==> src/rtl/ahb_sram_64_pkg.sv <==
// Shared constants and bus encodings for the 64-bit AHB-Lite SRAM slave.
package ahb_sram_64_pkg;

    localparam int AW        = 32;
    localparam int DW        = 64;
    localparam int SRAM_AW   = 10;
    localparam int NUM_LANES = 8;

    typedef enum logic [1:0] {
        HTRANS_IDLE   = 2'd0,
        HTRANS_BUSY   = 2'd1,
        HTRANS_NONSEQ = 2'd2,
        HTRANS_SEQ    = 2'd3
    } htrans_t;

    typedef enum logic [2:0] {
        HSIZE_8    = 3'd0,
        HSIZE_16   = 3'd1,
        HSIZE_32   = 3'd2,
        HSIZE_64   = 3'd3,
        HSIZE_128  = 3'd4,
        HSIZE_256  = 3'd5,
        HSIZE_512  = 3'd6,
        HSIZE_1024 = 3'd7
    } hsize_t;

endpackage

==> src/rtl/ahb_sram_bytemask.sv <==
// Byte-lane mask for a transfer of a given size at a given offset within the doubleword.
module ahb_sram_bytemask
    import ahb_sram_64_pkg::*;
(
    input  logic [2:0]           hsize,
    input  logic [2:0]           addr_lo,
    output logic [NUM_LANES-1:0] mask
);

    // Decode size and low address bits into the lanes the transfer touches.
    always_comb begin
        // NOTE: every output of a combinational block gets a default first so no path leaves it unassigned (which would infer a latch).
        mask = '1;
        case (hsize_t'(hsize))
            HSIZE_8:  mask = 8'h01 << addr_lo;
            HSIZE_16: mask = 8'h03 << {addr_lo[2:1], 1'b0};
            HSIZE_32: mask = 8'h0F << {addr_lo[2], 2'b00};
            default:  mask = '1;
        endcase
    end

endmodule

==> src/rtl/ahb_sram_64.sv <==
// Zero-wait-state AHB-Lite slave in front of a 1024 x 64-bit synchronous SRAM.
// Writes go through a one-entry buffer that drains on the next cycle without a read;
// reads that hit the undrained buffer get the buffered lanes forwarded.
module ahb_sram_64 #(
    parameter int AW      = ahb_sram_64_pkg::AW,
    parameter int DW      = ahb_sram_64_pkg::DW,
    parameter int SRAM_AW = ahb_sram_64_pkg::SRAM_AW
) (
    input  logic                                   HCLK,
    input  logic                                   HRESETn,
    input  logic                                   HSEL,
    input  logic [AW-1:0]                          HADDR,
    input  logic                                   HREADY,
    input  logic                                   HWRITE,
    input  logic [1:0]                             HTRANS,
    input  logic [2:0]                             HSIZE,
    input  logic [DW-1:0]                          HWDATA,
    output logic [DW-1:0]                          HRDATA,
    output logic                                   HREADYOUT,
    input  logic [DW-1:0]                          SRAMRDATA,
    output logic [ahb_sram_64_pkg::NUM_LANES-1:0]  SRAMWEN,
    output logic [DW-1:0]                          SRAMWDATA,
    output logic                                   SRAMCS0,
    output logic [SRAM_AW-1:0]                     SRAMADDR
);

    import ahb_sram_64_pkg::*;

    logic                 acc, rd, wr;
    logic [NUM_LANES-1:0] mask;
    logic [SRAM_AW-1:0]   req_addr;

    logic [SRAM_AW-1:0]   buf_addr;
    logic [NUM_LANES-1:0] buf_we;
    logic [DW-1:0]        buf_data, buf_data_nxt;
    logic                 buf_data_en, buf_pend;
    logic [NUM_LANES-1:0] hit_mask;
    logic                 pending, drain;

    // Upper address bits alias every 8 KB; HTRANS[0] only separates NONSEQ/SEQ and IDLE/BUSY.
    logic unused_bits;
    assign unused_bits = ^{HADDR[AW-1:SRAM_AW+3], HTRANS[0]};

    assign acc      = HSEL & HREADY & HTRANS[1];
    assign rd       = acc & ~HWRITE;
    assign wr       = acc & HWRITE;
    assign req_addr = HADDR[SRAM_AW+2:3];
    assign pending  = buf_pend | buf_data_en;
    assign drain    = pending & ~rd;

    assign HREADYOUT = 1'b1;

    ahb_sram_bytemask u_bytemask (
        .hsize   (HSIZE),
        .addr_lo (HADDR[2:0]),
        .mask    (mask)
    );

    // Merge the write data-phase lanes into the buffered doubleword.
    always_comb begin
        buf_data_nxt = buf_data;
        if (buf_data_en) begin
            for (int i = 0; i < NUM_LANES; i++) begin
                if (buf_we[i]) buf_data_nxt[8*i +: 8] = HWDATA[8*i +: 8];
            end
        end
    end

    // Write buffer and forwarding-mask state.
    always_ff @(posedge HCLK or negedge HRESETn) begin
        // NOTE: the buffer is a handful of flops, so it is fully reset; the SRAM macro behind it has no reset and a pending write is simply dropped.
        if (!HRESETn) begin
            buf_addr    <= '0;
            buf_we      <= '0;
            buf_data    <= '0;
            buf_data_en <= 1'b0;
            buf_pend    <= 1'b0;
            hit_mask    <= '0;
        end else begin
            // NOTE: clocked state uses non-blocking assignments so every register samples pre-edge values.
            if (wr) begin
                buf_addr <= req_addr;
                buf_we   <= mask;
            end
            buf_data_en <= wr;
            if (buf_data_en) buf_data <= buf_data_nxt;
            if (drain)            buf_pend <= 1'b0;
            else if (buf_data_en) buf_pend <= 1'b1;
            hit_mask <= (rd && pending && (req_addr == buf_addr)) ? buf_we : '0;
        end
    end

    // SRAM port: reads take priority, otherwise a pending write drains.
    always_comb begin
        SRAMCS0   = 1'b0;
        SRAMADDR  = buf_addr;
        SRAMWEN   = '0;
        SRAMWDATA = buf_data_nxt;
        if (rd) begin
            SRAMCS0  = 1'b1;
            SRAMADDR = req_addr;
        end else if (pending) begin
            SRAMCS0 = 1'b1;
            SRAMWEN = buf_we;
        end
    end

    // Read data: forwarded buffer lanes override the SRAM output.
    always_comb begin
        HRDATA = SRAMRDATA;
        for (int i = 0; i < NUM_LANES; i++) begin
            if (hit_mask[i]) HRDATA[8*i +: 8] = buf_data[8*i +: 8];
        end
    end

endmodule

==> config.mk <==
export PLATFORM = sky130hd
export DESIGN_NAME = ahb_sram_64
export DESIGN_NICKNAME = d
export VERILOG_FILES = /design/src/rtl/ahb_sram_64_pkg.sv /design/src/rtl/ahb_sram_bytemask.sv /design/src/rtl/ahb_sram_64.sv
export SDC_FILE = /design/constraint.sdc
export NUM_CORES = 1
export LEC_CHECK = 0
export BUFFER_PORTS_ARGS = -buffer_cell sky130_fd_sc_hd__buf_2
export CORE_AREA = 2 2 124 126
export CTS_CLUSTER_SIZE = 25
export DETAILED_ROUTE_END_ITERATION = 16
export DIE_AREA = 0 0 126 128
export HOLD_SLACK_MARGIN = 0.12
export PLACE_DENSITY = 0.75
export SYNTH_ARGS = -nofsm -noshare
export SYNTH_HDL_FRONTEND = slang
export SYNTH_SLANG_ARGS = --single-unit
==> constraint.sdc <==
create_clock -name HCLK -period 2.4 [get_ports HCLK]
set_clock_uncertainty 0.1 [all_clocks]
set_input_delay 0.6 -clock HCLK [delete_from_list [all_inputs] [get_ports HCLK]]
set_output_delay 0.6 -clock HCLK [all_outputs]
set_load 0.005 [all_outputs]
# Word-level counts from Yosys, hierarchy flattened
# Cells that the tools add are included.
[totals]
inputBits = 170
latch_bits = 0
mem_count = 0
rom_bits = 0
word_cells = 50
ff_bits = 92
mem_bits_rw = 0
[classes]
n_div = 0
multipliers = 0
n_eq_ne = 3
add_sub_neg = 0
n_reduce_logical = 4
n_shift = 3
magnitude_cmp = 0
n_mux = 26
bitwise_logic = 8
[ops]
columns = ["op", "count"]
rows = [
  ["8-bit two-way mux", 19],
  ["64-bit two-way mux", 1],
  ["8-bit case mux with 3 select lines", 1],
  ["10-bit == test", 1],
  ["10-bit two-way mux", 1],
  ["1-bit by 3-bit << shifter with 8-bit output (first input constant)", 1],
  ["2-bit by 3-bit << shifter with 8-bit output (first input constant)", 1],
  ["4-bit by 3-bit << shifter with 8-bit output (first input constant)", 1],
  ["1-bit bitwise AND", 5],
  ["1-bit two-way mux", 4],
  ["3-bit by 1-bit == test with 1-bit output (second input constant)", 1],
  ["3-bit by 2-bit == test with 1-bit output (second input constant)", 1],
  ["3-bit logical NOT", 1],
  ["1-bit logical AND", 2],
  ["1-bit inverter", 2],
  ["2-bit nonzero test", 1],
  ["1-bit bitwise OR", 1],
]

# Longest topological paths before layout
# Gate-level depths: netlist of the first run.
[logic_depth]
word_depth = 6
mapped_depth = 5
ltp_nobuf = 4

# Cells and area by module
# From an unflattened synthesis of the first run, not the netlist that was laid out.
[unflattened]
hier_cells = 407
area_unflattened_um2 = 5345.1
[by_module_without_submodules]
columns = ["mod", "cells_per_inst", "n_inst", "area_per_inst_um2", "seq_area_each_um2"]
rows = [
  ["ahb_sram_64", 386, 1, 5218.8, 2302.2],
  ["ahb_sram_bytemask", 21, 1, 126.4, 0.0],
]

# Worst setup path before layout of the first run
# Ideal clock, no wire load.
[synth_path]
path_kind = "input port to output port"
from = "input HWRITE"
to = "output SRAMADDR[0]"
arrival_time_ns = 1.281
t_required_ns = 1.700
path_buffers = 1
path_slack_ns = 0.419
stages = 3
cell_sequence = "nand4b_4 > buf_2 > mux2_2"
[synth_between]
elab_chain_cells = 3
[synth_rtl]
columns = ["element", "line", "source"]
rows = [
  ["start: declaration", "ahb_sram_64.sv:14", "input logic HWRITE,"],
  ["1-bit inverter", "ahb_sram_64.sv:45", "assign rd = acc & ~HWRITE;"],
  ["1-bit bitwise AND", "ahb_sram_64.sv:45", ""],
  ["10-bit two-way mux", "ahb_sram_64.sv:99", "if (rd) begin"],
  ["end: declaration", "ahb_sram_64.sv:24", "output logic [SRAM_AW-1:0] SRAMADDR"],
]
# No other way between the ends.

# Worst setup path in the final report of the first run
[layout_path]
from = "register buf_data_en"
to = "output SRAMWEN[2] (netlist name)"
[layout_between]
elab_chain_cells = 3
[layout_rtl]
columns = ["element", "line", "source"]
rows = [
  ["start: declaration", "ahb_sram_64.sv:36", "logic buf_data_en, buf_pend;"],
  ["start signal: assignment", "ahb_sram_64.sv:85", "buf_data_en <= wr;"],
  ["1-bit bitwise OR", "ahb_sram_64.sv:48", "assign pending = buf_pend | buf_data_en;"],
  ["8-bit two-way mux", "ahb_sram_64.sv:102", "end else if (pending) begin"],
  ["8-bit two-way mux", "ahb_sram_64.sv:99", ""],
  ["end: declaration", "ahb_sram_64.sv:21", "output logic [ahb_sram_64_pkg::NUM_LANES-1:0] SRAMWEN,"],
]
# No other way between the ends.

==> results by stage, run 1 <==
Outcome:
- The run finished with clean final reports.

Yosys:
- The yosys synthesis warning count is 0.
- The number of nets handed over by synthesis was between 600 and 700.
- The cell area after synthesis is roughly 5400 µm².
- The synthesized netlist contains 32 unique library cells.
- Counting flops and latches in the post-synthesis netlist gives a little over 90.
- The number of instances in the synthesized netlist is 440.
- The sequential element share of the synthesized area is between 40% and 50%.
- The average instance in the mapped netlist occupies ~12 µm².

Clock network:
- The buffer count from post-CTS setup fixing is 0.
- In this run, CTS created clock tree buffers numbering 9.
- The cell chosen for the clock root is sky130_fd_sc_hd__clkbuf_16.
- The clock transition at the registers of the reported paths is ~0.060 ns.
- The later-pin clock latency in the skew report is 0.34 ns.
- The clock passes through at most 2 buffers.
- The H-tree was split into 3 levels.
- Clock tree synthesis found a total of ~90 sinks.
- TritonCTS built the clock tree.
- The hold buffer count at cts is 0.

Cells and area:
- In the final layout, the multi-input gates occupy 3010 µm².
- The diode insertion count for antenna repair is 0.
- For this run, the post-layout net count is between 900 and 1000.
- The final cell count without fillers is roughly 930.
- The filler cell count is 1378.
- In the final layout, the share of cells above drive strength 1 is ~70%.
- The area added between synthesis and finish is 38.3%.
- The storage element area is between 2000 and 2500 µm².

Floorplanning:
- Once the floorplan was initialized, standard cells occupied around 36% of the core.
- The die outline height is ~130 µm.
- The number of top-level pins is ~320.
- The floorplan die width is between 100 and 150 µm.
- The number of core rows is 45.
- The area of the core is roughly 15000 µm².
- The floorplan step defined a die boundary enclosing about 16000 µm².

STA:
- Setup repair after global routing could not meet its margin everywhere.
- Setup slack on the critical path of the routed design comes to approximately 0.047 ns.
- The worst path uses 98.0% of the clock period.
- The worst pin sits at a relative slew slack of 58.4%.
- The number of hold violations in the final report came to 0.
- The smallest clock period supported by the final layout is computed as about 2.4 ns.
- Setup violations remaining at the end of the flow were counted as 0.
- The count of final max-slew check failures is 0.
- The aggregate negative setup slack is 0 ns.
- Timing would allow up to about 420 MHz.
- The tightest hold path in the finished design has a slack of between 0.1 and 0.15 ns.
- The pin slew with the least headroom to its limit is between 0.6 and 0.7 ns.

Setup path:
- The nature of the critical path endpoint is an output port.
- By startpoint and endpoint, the worst setup path is classified as flip-flop to output port.
- The worst setup slack for register-to-register paths is between 0.6 and 0.7 ns.
- The worst setup path is launched from a flip-flop.
- The worst register-to-register path begins at buf_data_en$_DFF_PN0_.
- For the worst setup path, the data required time is approximately 1.7 ns.
- The critical path starts at buf_data_en$_DFF_PN0_.
- STA puts the critical path data arrival time at 1.65 ns.
- In this run the critical register-to-register path is captured at hit_mask[5]$_DFF_PN0_.
- Counting cells, the worst reg-to-reg path comes to 4.
- The maximum fanout encountered on the critical timing path is 8.

Global route:
- The via count of the first global-routing pass is ~4200.
- The global router's overall resource usage is 16.3%.
- The total congestion overflow is 0.
- The global-route wire length before repair is 20.8 mm.
- The number of antenna violations at the first check in global routing is 1.
- Entering global routing, the biggest net connects 39 pins.

Detailed routing:
- For this block, the via count after detailed routing is between 4000 and 5000.
- The final layout contains routed wiring with a total length of 13.8 mm.
- In the routed layout, each cell is associated on average with a via count of just under 5.
- Routed signal wires occupy layers up through met4.
- The number of nets still failing antenna checks after routing is 0.
- In the routed design, unresolved DRC markers number 0.
- The routed design uses slightly below 7 mm of met2 wire.
- The met3 routed wirelength is 997 µm.
- After detailed routing, the wire length on met1 is 5.78 mm.
- The number of DRC markers after the initial detailed-route iteration is roughly 140.
- After detailed routing, the average wire length per cell comes to about 15 µm.
- For this run, the detailed router's first-pass iteration total came to 4.

Hold path:
- The worst hold-check path type is input pin to async pin.

Power and ir drop:
- The leakage power total is 0.00360 µW.
- The worst-case vdd ir drop is around 320 µV.
- The total chip power is roughly 5400 µW.
- The ratio of total power to cell area is between 700 and 800 nW/µm².

Placed design:
- The half-perimeter wire length after detailed placement is about 11 mm.
- Port buffering added roughly 300 buffers.
- The setup slack at placement is about 0.23 ns.
- The total placed cells including tap cells is approximately 910.
- The placer congestion estimate is just over 0.8.

Run:
- The total of max-cap violations is 0.
## state kept, by name, indices dropped and copies added, names as in the netlist
signal and flops:
buf_data 64, hit_mask 8, buf_pend 1, buf_data_en 1
buf_we 8, buf_addr 10
## metal layers
metal / vias up / track usage (%)
met5: - / 0
met4: 0 / 6.27
met3: 12 / 3.80
met2: 178 / 28.1
met1: 2095 / 19.8
li1: 2180 / -
## Yosys cell counts, drive strengths merged
| cell type | count | share of area, % |
|---|---|---|
| a2111oi | 1 | 0.16 |
| and3b | 1 | 0.16 |
| o21a | 1 | 0.14 |
| and2 | 9 | 1.0 |
| nor2 | 8 | 0.56 |
| clkbuf | 10 | 0.70 |
| buf | 14 | 1.5 |
| nor4b | 1 | 0.16 |
| mux2 | 202 | 42 |
| nor4 | 9 | 1.0 |
| o211ai | 1 | 0.14 |
| and3 | 1 | 0.12 |
| conb | 1 | 0.070 |
| nand4 | 3 | 0.35 |
| o22a | 2 | 0.33 |
| or2 | 1 | 0.12 |
| a21oi | 4 | 0.37 |
| nand3b | 1 | 0.14 |
| dfrtp | 92 | 43 |
| a31oi | 4 | 0.46 |
| nand2 | 43 | 3.4 |
| nand4b | 1 | 0.44 |
| nand3 | 9 | 0.84 |
| nor3 | 1 | 0.093 |
| inv | 3 | 0.21 |
| xnor2 | 10 | 1.6 |
| o21bai | 1 | 0.14 |
| nor2b | 4 | 0.46 |
| o21ai | 2 | 0.19 |
## cell families (layout without fill, tap and decap cells)
group / Yosys count / count (layout) / synth area share (%)
and+or+nand+nor: 92 / 92 / 8.90
AOI/OAI and AO/OA: 16 / 16 / 1.93
xor gates and xnor gates: 10 / 10 / 1.63
DFF: 92 / 92 / 42.8
buffers and inverters: 27 / 328 / 2.42
other: 1 / 1 / 0.0697
muxes: 202 / 202 / 42.3
## per-stage QoR
step | utilization [%] | instance area, µm²
floorplan | - | 5380
global placement | 47.8 | 7100
detailed placement | 47.8 | 7100
CTS | 50.1 | 7440
global route | 50.1 | 7440
finish | 50.1 | 7440
## repair_timing
action                     4_1_cts  5_1_grt
setup endpoints to repair       48       22
resized for setup               10        0
pin swaps                        0        0
## final cells by class
cell class / instances / area share (%)
tap: 188 / 3.16
clock inverter: 2 / 0.471
sequential: 92 / 31.0
timing repair buffer: 310 / 21.5
clock buffer: 13 / 3.36
multi-input combinational: 321 / 40.4
inverter: 3 / 0.151
## placed cells by master, fill, tap and decap left out, drive strengths merged
master / instances
buf: 310
mux2: 202
dfrtp: 92
nand2: 43
clkbuf: 13
xnor2: 10
and2: 9
nand3: 9
nor4: 9
nor2: 8
a21oi: 4
nor2b: 4
a31oi: 4
nand4: 3
inv: 3
o22a: 2
o21ai: 2
nand4b: 1
o21a: 1
or2: 1
o211ai: 1
nor4b: 1
and3: 1
and3b: 1
nand3b: 1
nor3: 1
o21bai: 1
a2111oi: 1
conb: 1
clkinv: 1
bufinv: 1
## critical path: stages (launching register included)
cell and delay [ns]:
sky130_fd_sc_hd__dfrtp_2 0.45, sky130_fd_sc_hd__buf_4 0.22, sky130_fd_sc_hd__o21a_1 0.18, sky130_fd_sc_hd__buf_4 0.17, sky130_fd_sc_hd__and2_1 0.17, sky130_fd_sc_hd__buf_2 0.12
## report_power, final
group | total [µW] | switching (µW) | internal (µW)
logic | 1670 | 621 | 1050
registers | 2290 | 329 | 1960
clock network | 1390 | 558 | 829
total | 5350 | 1510 | 3840
## how the worst max path moves through the flow
stage               slack (ns)             to  depth (start not counted)
floorplan                 0.42    SRAMADDR[0]                          3
global placement          0.24     SRAMWEN[4]                          6
detailed placement        0.23     SRAMWEN[2]                          6
CTS                       0.01     SRAMWEN[0]                          5
global route             -0.02  SRAMWDATA[60]                          4
finish                    0.05     SRAMWEN[2]                          5
No activity file was read; power rests on OpenSTA's default activity.
==> run 2: changes to the inputs <==
==> constraint.sdc (replaced) <==
create_clock -name HCLK -period 2.4 [get_ports HCLK]
set_clock_uncertainty 0.1 [all_clocks]
set_input_delay 0.48 -clock HCLK [delete_from_list [all_inputs] [get_ports HCLK]]
set_output_delay 0.48 -clock HCLK [all_outputs]
set_load 0.005 [all_outputs]
==> run 2 against run 1 <==
Compared with the run above: core utilization down 0.45 points; count of clock-buffer cells in the layout down 1; non-clock buffer count down 4; cell area down 0.89%; critical path type unchanged; largest cell class unchanged; fmax up 2.0%; largest power group unchanged; critical endpoint is now SRAMWDATA[16].
==> results by stage, run 2 (same netlist as run 1, synthesis figures left out) <==
Outcome:
- The flow ran to the end, and the final reports show no timing, DRC or antenna violations.

Cells and area:
- The area added between synthesis and finish is 37.1%.
- The largest registers in the layout are buf_data: 64 flops, buf_addr: 10 flops.
- The post-route netlist has ~72% of its cells at a drive strength greater than 1.
- The register ranked first by flip-flop count is buf_data.
- After filler insertion, the fill cell instance count of the layout stands at 1383.
- After the last flow step, the layout net total stands at 903.
- Across the whole layout, storage elements account for 2300 µm².
- The flip-flop count of the largest register, all copies and words added is 64.
- The number of antenna diodes in the final layout is 0.
- The most common library cell in the layout ignoring fill and taps is sky130_fd_sc_hd__buf_2.
- The multi-input combinational cells in the finished layout cover a total of around 2900 µm².
- The top cell types in the final layout, fill and taps aside, are sky130_fd_sc_hd__buf_2 (295), sky130_fd_sc_hd__mux2_2 (202), sky130_fd_sc_hd__dfrtp_1 (92), sky130_fd_sc_hd__nand2_1 (35), sky130_fd_sc_hd__xnor2_1 (10).

Global route:
- The global router's overall resource usage is ~16%.
- The total congestion overflow is 0.
- The largest net degree at the start of global routing is 42.
- The global-route wire length before repair is 21.1 mm.
- The number of antenna violations at the first check in global routing is 0.
- The via count of the first global-routing pass is between 4000 and 5000.

Floorplanning:
- The number of core rows is 45.
- The floorplan step set the die width to 126 µm.
- In this run the vertical extent of the chip is ~130 µm.
- around 320 I/O pins were placed.
- The area of the die is around 16000 µm².
- The initial utilization of the core area, before any placement, comes to 36.2%.
- The area of the core is around 15000 µm².

Detailed routing:
- The number of DRC markers after the initial detailed-route iteration is roughly 130.
- The number of search-and-repair iterations in the first detailed-routing pass is 4.
- The number of nets still failing antenna checks after routing is 0.
- In the final routed layout, each cell accounts on average for 14.9 µm.
- The number of vias in the routed layout is ~4400.
- The mean number of vias per cell is 4.79.
- The routed wire length is between 10 and 15 mm.
- The post-detailed-route DRC marker count is 0.

Clock network:
- Counting the buffers created by CTS gives 9.
- Clock-pin slew was measured on the worst setup and hold paths at ~0.070 ns.
- The number of buffers between clock root and the deepest sink is 2.
- The later-pin clock latency in the skew report is roughly 0.34 ns.
- The number of setup buffers added after CTS is 0.
- CTS saw 92 sinks.
- The H-tree depth is 3.
- The CTS tree is done.
- The cell chosen for the clock root is sky130_fd_sc_hd__clkbuf_16.

Setup path:
- The biggest cell delay along the critical path is 0.38 ns.
- STA puts the critical path data required time at 1.82 ns.
- The endpoint arrival time on the critical path is 1.73 ns.
- The worst setup path is captured at an output port.
- The maximum fanout encountered on the critical timing path is 16.
- The slowest stage cell on the critical path is sky130_fd_sc_hd__dfrtp_1.
- Walking the worst path, the cells encountered are buf_4, nand2_2, mux2_2, buf_2.
- STA classifies the critical path startpoint as a flip-flop.
- The critical path start-end classification is flip-flop to output port.

STA:
- The count of final max-slew check failures came to 0.
- Adding up every negative setup slack in the final design gives 0 ns.
- The fmax is ~430 MHz.
- Setup violations remaining at the end of the flow were counted as 0.
- The relative slew slack is between 50 and 60%.
- Across all hold checks on the routed design, the worst slack comes to 0.269 ns.
- Setup repair after global routing left no endpoint under its margin.
- The final critical path time including I/O delays and setup is roughly 2.3 ns.
- After layout, the worst path uses between 90 and 100% of the clock period.
- The pin slew with the least headroom to its limit is between 0.6 and 0.7 ns.
- The number of hold violations in the final report is 0.

Power and ir drop:
- The internal power component is 3870 µW.
- Power spread over the standard cell area amounts to 729 nW/µm².
- The worst-case vdd ir drop is between 300 and 400 µV.
- The analysis attributes to cell leakage a power of roughly 0.0036 µW.
- The share of total power dissipated in combinational logic is 30.9%.
- Registers are responsible for 42.3% of the overall power.
- For this design the total switching power over the nets is roughly 1500 µW.
- The clock share of power is approximately 27%.
- Of the total power, the share spent switching nets is between 20% and 30%.

Placed design:
- The count of input and output buffers is between 200 and 300.
- The half-perimeter wire length after detailed placement is between 10 and 15 mm.
- The placer congestion estimate is between 0.8 and 0.9.

Hold path:
- The worst hold-check path type is input pin to flip-flop.

Run:
- The total of max-cap violations is 0.
-- run 2: cell count changes in the layout (fill, tap and decap cells not counted), moves of 2 or more --
cell and change:
sky130_fd_sc_hd__nand2_2 +6, sky130_fd_sc_hd__buf_4 -5, sky130_fd_sc_hd__nand2_4 -3, sky130_fd_sc_hd__nand2_8 -3, sky130_fd_sc_hd__clkbuf_1 -2
-- run 2: critical path: cells and delay by family (launching register included) --
family | cells | cell delay [ns]
buffers and inverters | 2 | 0.32
DFF | 1 | 0.38
muxes | 1 | 0.38
and+or+nand+nor | 1 | 0.30
-- run 2: cell type report --
class                   instances  area share [%]
repair buffers                306            21.3
flip-flops and latches         92            31.2
clock inverters                 4           0.645
multi-input cells             321            40.0
well taps                     188            3.19
inverters                       3           0.153
clock buffers                  12            3.48
-- run 2: metal layers --
layer  track usage (%)  wire length, µm
met1              19.7             5780
met2              29.1             6910
met3              3.71              914
met4              5.37              157
met5                 0                0
-- run 2: timing repair --
| action | CTS | global route |
|---|---|---|
| resized for setup | 0 | 0 |
| hold buffers | 1 | 0 |
| endpoints found under the hold margin | 30 | 0 |
-- run 2: final timing paths --
kind                                          start                        to  slack, ns  cells past startpoint
setup reg to reg            buf_addr[1]$_DFFE_PN0P_     hit_mask[5]$_DFF_PN0_       0.72                      3
max in group asynchronous                   HRESETn   buf_data[1]$_DFFE_PN0P_       1.03                      3
hold reg to reg            buf_data[57]$_DFFE_PN0P_  buf_data[57]$_DFFE_PN0P_       0.42                      1
setup / recovery              buf_data_en$_DFF_PN0_             SRAMWDATA[16]       0.09                      4
hold / removal                            HADDR[10]   buf_addr[7]$_DFFE_PN0P_       0.27                      3
min in group asynchronous                   HRESETn  buf_data[16]$_DFFE_PN0P_       0.53                      2
-- run 2: through the flow --
stage | cells | util (%) | cell area (µm²) | power (µW) | setup WS, ns
after floorplan | 440 | - | 5380 | 3160 | 0.605
after global placement | 909 | 47.5 | 7060 | 3930 | 0.432
after detailed placement | 909 | 47.5 | 7060 | 3980 | 0.424
after CTS | 926 | 49.6 | 7380 | 5470 | 0.0686
after global routing | 926 | 49.6 | 7380 | 5740 | 0.00869
final | 926 | 49.6 | 7380 | 5380 | 0.0923
-- run 2: power groups by stage --
stage               logic (µW)  clock network (µW)  registers (µW)
finish                    1660                1440            2270
global route              1830                1570            2340
floorplan                  975                   0            2180
global placement          1650                   0            2290
detailed placement        1680                   0            2300
CTS                       1690                1500            2280
